--- src/rtl/hdmi_packet_pkg.sv ---
// hdmi_packet_pkg: HDMI data-island packet widths, BCH polynomial and serial BCH step.
package hdmi_packet_pkg;
  localparam int PACKET_PIXELS = 32;
  localparam int HEADER_BITS = 24;
  localparam int SUB_BITS = 56;
  localparam logic [7:0] BCH_POLY = 8'h83;
  typedef logic [55:0] packet_sub_t;
  function automatic logic [7:0] bch_next(input logic [7:0] e, input logic b);
    return (e >> 1) ^ ((e[0] ^ b) ? BCH_POLY : 8'h00);
  endfunction
endpackage

--- src/rtl/bch_ecc_lane.sv ---
// bch_ecc_lane: serial BCH parity accumulator taking one or two bits per cycle (bits[0] first).
module bch_ecc_lane import hdmi_packet_pkg::*; #(
  parameter bit DOUBLE = 1'b0
) (
  input  logic       clk_pixel,
  input  logic       reset,
  input  logic       clear,
  input  logic       step,
  input  logic [1:0] bits,
  output logic [7:0] ecc
);
  always_ff @(posedge clk_pixel)
    if (reset || clear) ecc <= '0;
    else if (step) ecc <= DOUBLE ? bch_next(bch_next(ecc, bits[0]), bits[1]) : bch_next(ecc, bits[0]);
endmodule

--- src/rtl/data_island_packet_assembler.sv ---
// data_island_packet_assembler: serialises header + four subpackets with BCH parity over 32 pixels.
// Optional PACKET_INPUT_CAPTURE_EN registers header/sub on the packet_enable edge.
module data_island_packet_assembler import hdmi_packet_pkg::*; (
  input  logic              clk_pixel,
  input  logic              reset,
  input  logic              data_island_period,
  input  logic [23:0]       header,
  input  packet_sub_t [3:0] sub,
  output logic [8:0]        packet_data,
  output logic [4:0]        counter,
  output logic              packet_enable
);
  localparam logic [4:0] LAST = 5'(PACKET_PIXELS - 1);
  localparam logic [4:0] HDR_END = 5'(HEADER_BITS);
  localparam logic [4:0] SUB_END = 5'(SUB_BITS / 2);
  logic              dip_q;
  logic              clear;
  logic              in_hdr;
  logic              in_sub;
  logic [23:0]       hdr;
  packet_sub_t [3:0] sb;
  logic [7:0]        ecc_hdr;
  logic [3:0][7:0]   ecc_sub;
  assign packet_enable = data_island_period && (counter == LAST || !dip_q);
  assign clear = !data_island_period || counter == LAST;
  assign in_hdr = counter < HDR_END;
  assign in_sub = counter < SUB_END;
  always_ff @(posedge clk_pixel)
    if (reset) begin
      counter <= '0;
      dip_q <= 1'b0;
    end else begin
      counter <= data_island_period ? counter + 5'd1 : 5'd0;
      dip_q <= data_island_period;
    end
`ifdef PACKET_INPUT_CAPTURE_EN
  logic [23:0]       cap_hdr;
  packet_sub_t [3:0] cap_sub;
  always_ff @(posedge clk_pixel)
    if (reset) begin
      cap_hdr <= '0;
      cap_sub <= '0;
    end else if (packet_enable) begin
      cap_hdr <= header;
      cap_sub <= sub;
    end
  // During the strobe the live inputs already hold the new packet (needed for c=0 on entry)
  assign hdr = packet_enable ? header : cap_hdr;
  assign sb = packet_enable ? sub : cap_sub;
`else
  assign hdr = header;
  assign sb = sub;
`endif
  bch_ecc_lane #(.DOUBLE(1'b0)) u_hdr (
    .clk_pixel(clk_pixel), .reset(reset), .clear(clear), .step(in_hdr),
    .bits({1'b0, hdr[counter]}), .ecc(ecc_hdr)
  );
  assign packet_data[0] = in_hdr ? hdr[counter] : ecc_hdr[counter[2:0]];
  for (genvar i = 0; i < 4; i++) begin : g_sub
    bch_ecc_lane #(.DOUBLE(1'b1)) u_sub (
      .clk_pixel(clk_pixel), .reset(reset), .clear(clear), .step(in_sub),
      .bits({sb[i][{counter, 1'b1}], sb[i][{counter, 1'b0}]}), .ecc(ecc_sub[i])
    );
    assign packet_data[1+i] = in_sub ? sb[i][{counter, 1'b0}] : ecc_sub[i][{counter[1:0], 1'b0}];
    assign packet_data[5+i] = in_sub ? sb[i][{counter, 1'b1}] : ecc_sub[i][{counter[1:0], 1'b1}];
  end
endmodule

--- config.mk ---
export PLATFORM = sky130hd
export DESIGN_NAME = data_island_packet_assembler
export DESIGN_NICKNAME = d
export VERILOG_FILES = /design/src/rtl/hdmi_packet_pkg.sv /design/src/rtl/bch_ecc_lane.sv /design/src/rtl/data_island_packet_assembler.sv
export SDC_FILE = /design/constraint.sdc
export NUM_CORES = 1
export LEC_CHECK = 0
export BUFFER_PORTS_ARGS = -buffer_cell sky130_fd_sc_hd__buf_2
export CORE_MARGIN = 3
export CORE_UTILIZATION = 40
export DETAILED_ROUTE_END_ITERATION = 6
export PLACE_DENSITY = 0.8
export SYNTH_ARGS = -nofsm -noshare
export SYNTH_HDL_FRONTEND = slang
export SYNTH_SLANG_ARGS = --single-unit
--- constraint.sdc ---
create_clock -name clk_pixel -period 8.1 [get_ports clk_pixel]
set_clock_uncertainty 0.2 [all_clocks]
set_input_delay 0 -clock clk_pixel [delete_from_list [all_inputs] [get_ports clk_pixel]]
set_output_delay 0 -clock clk_pixel [all_outputs]
set_load 0.01 [all_outputs]
==> impl_metrics.env <==
export IMPL_crit_type="reg2reg"
export IMPL_r2r_end="g_sub[3].u_sub.ecc[1]"
export IMPL_synth_async_sr_flop_share_pct=0
export IMPL_crit_fanout=45
export IMPL_fin_crit_sh_pct=45.6
export IMPL_power_per_cell_area_nw_per_um2=113
export IMPL_power_leakage_uw=0.00246
export IMPL_io_pins=266
export IMPL_ant_nets=0
export IMPL_rrSetupSlack_ps=4410
export IMPL_min_path_type="reg2reg"
export IMPL_max_slew_margin_pct=14.8
export IMPL_fp_row_count=37
export IMPL_num_nets_final=944
export IMPL_ff_latch_area_um2=928
export IMPL_r2r_cells=9
export IMPL_use_met1_pct=33.2
export IMPL_ys_seq_area_share_pct=21.0
export IMPL_vias=4868
export IMPL_status="complete, no violations"
export IMPL_crit_path_start_kind="flop"
export IMPL_drt_iter0_markers=417
export IMPL_whs_ps=272
export IMPL_via_per_inst=5.87
export IMPL_synth_fp_nets=705
export IMPL_min_path_cells=2
export IMPL_crit_path_end_kind="flop"
export IMPL_drc=0
export IMPL_track_usage_pct=27.6
export IMPL_drtPass1Iterations=5
export IMPL_die_height_um=111
export IMPL_syn_area_per_cell_um2=9.72
export IMPL_ys_types=51
export IMPL_rsz0062_at_grt="no"
export IMPL_min_to="g_sub[0].u_sub.ecc[5]"
export IMPL_yosysMostFrequentCell="nand2_1"
export IMPL_grt_pass1_wl_mm=26.6
export IMPL_clockBufferDepth=2
export IMPL_cts_sinks=46
export IMPL_grt_pass1_vias=4984
export IMPL_tns_ps=0
export IMPL_root_buffer="clkbuf_8"
export IMPL_portBuffers=265
export IMPL_cp_arrival_ps=3710
export IMPL_drive_above_1_share_pct=49.0
export IMPL_grt_overflow=0
export IMPL_antenna_found_initial=5
export IMPL_use_met3_pct=10.1
export IMPL_worst_pin_slew_ps=1270
export IMPL_synth_common_cells="nand2_1 (77), dfxtp_1 (46), mux4_2 (44), a21oi_1 (40), mux2i_1 (38)"
export IMPL_synth_edff_count=0
export IMPL_cap_violations=0
export IMPL_multiInputGateArea_um2=3230
export IMPL_period_minus_slack_ps=3690
export IMPL_synthCells=452
export IMPL_setup_violations_final=0
export IMPL_cts_clk_slew_worst_paths_ps=100
export IMPL_r2r_start="counter[0]"
export IMPL_worstPathRequired_ps=8120
export IMPL_fillCellCount=930
export IMPL_ys_seq_elements=46
export IMPL_synth_flop_cell="dfxtp_1"
export IMPL_area_growth_pct=33.1
export IMPL_clock_latency_ps=310
export IMPL_grt_max_degree=73
export IMPL_gr_usage_met2_pct=46.4
export IMPL_top_usage_layer="met2"
export IMPL_ys_top_cells_by_area="mux4_2 (23%), dfxtp_1 (21%), mux2i_1 (8.7%)"
export IMPL_gp_congestion=0.992
export IMPL_min_from="g_sub[0].u_sub.ecc[7]"
export IMPL_synth_top_area_share_pct=22.6
export IMPL_dp_hpwl_mm=14.4
export IMPL_cts_resized=0
export IMPL_wirelength_mm=17.7
export IMPL_cts_made_buffers=5
export IMPL_hold_viol_final=0
export IMPL_cts_tree="yes"
export IMPL_synth_warnings=0
export IMPL_vdd_drop_max_v=0.0000797
export IMPL_h_tree_depth=2
export IMPL_syn_area_um2=4390
export IMPL_wl_per_cell_um=21.3
export IMPL_core_area_um2=10500
export IMPL_die_area_um2=12300
export IMPL_synth_top_cell_by_area="mux4_2"
export IMPL_start_util_pct=41.8
export IMPL_die_x_um=111
export IMPL_max_freq_mhz=271
export IMPL_drv_slew=0
==> cell families after synthesis <==
family / Yosys count / synth area share [%]
xor+xnor: 27 / 6.18
buf+inv: 44 / 5.47
compound gates: 94 / 13.4
fa+ha+maj: 2 / 0.570
flops: 46 / 21.0
mux: 101 / 39.2
simple gates: 138 / 14.2
==> power breakdown <==
part           total [uW]  internal [uW]  switching (uW)
Sequential            253            238            15.2
Clock                 178           92.5            85.2
Combinational         229            131            98.5
==> per-layer routing <==
layer / wire length (um) / part of all wire (%)
met1: 6500 / 37
met2: 8500 / 48
met3: 2170 / 12
met4: 444 / 2.5
met5: 52 / 0.29
==> sequential cells by signal (all words and copies together) (netlist names) <==
register and flops:
g_sub.u_sub.ecc 32, u_hdr.ecc 8, counter 5, dip_q 1
==> final cells by class <==
class	count	share of cell area, %
Antenna cell	2	0.0856
Clock buffer	6	1.24
Clock inverter	2	0.621
Inverter	4	0.257
Multi-Input combinational cell	362	55.3
Sequential cell	46	15.9
Tap cell	136	2.91
Timing Repair Buffer	272	23.7
==> what timing repair did <==
| action | CTS | global route |
|---|---|---|
| hold buffers | 3 | 0 |
| buffers inserted | 0 | 0 |
| hold endpoints to repair | 4 | 0 |
==> stage by stage <==
stage / utilization [%] / worst slack [ps] / area (um2) / power, uW / instances
2_1_floorplan: - / 5290 / 4390 / 392 / 452
3_3_place_gp: 54.2 / 4500 / 5700 / 476 / 817
3_5_place_dp: 54.2 / 4400 / 5700 / 483 / 817
4_1_cts: 55.6 / 4390 / 5840 / 657 / 828
5_1_grt: 55.6 / 4150 / 5840 / 691 / 830
6_report: 55.6 / 4410 / 5840 / 660 / 830
==> worst max-delay path by stage <==
stage / start / end / slack (ps) / cells past startpoint
floorplan: counter[1] / u_hdr.ecc[0] / 5290 / 9
global placement: counter[0] / g_sub[1].u_sub.ecc[1] / 4500 / 9
detailed placement: counter[0] / g_sub[3].u_sub.ecc[1] / 4400 / 9
CTS: counter[0] / g_sub[3].u_sub.ecc[1] / 4390 / 9
global route: counter[0] / g_sub[1].u_sub.ecc[1] / 4150 / 9
finish: counter[0] / g_sub[3].u_sub.ecc[1] / 4410 / 9
==> cells in the final DEF, fill, tap and decap left out, types with 8 or more instances in the layout <==
cell	netlist	routed
a22oi_1	9	9
o22ai_1	9	9
mux2i_1	38	38
mux2_2	10	10
nor2_1	20	20
buf_2	11	265
nand3_1	8	8
nand2_1	77	77
xnor2_1	20	20
mux4_1	9	9
o21ai_0	11	11
a21oi_1	40	40
mux4_2	44	44
dfxtp_1	46	44
==> critical path: stages (launching register included) <==
cell	delay, ps
dfxtp_4	670
buf_4	610
mux4_1	630
mux2i_1	260
o311ai_2	140
a211oi_4	310
xor2_1	210
xnor2_1	90
or3_1	310
a21oi_1	150
No activity file was read; power rests on OpenSTA's default activity.
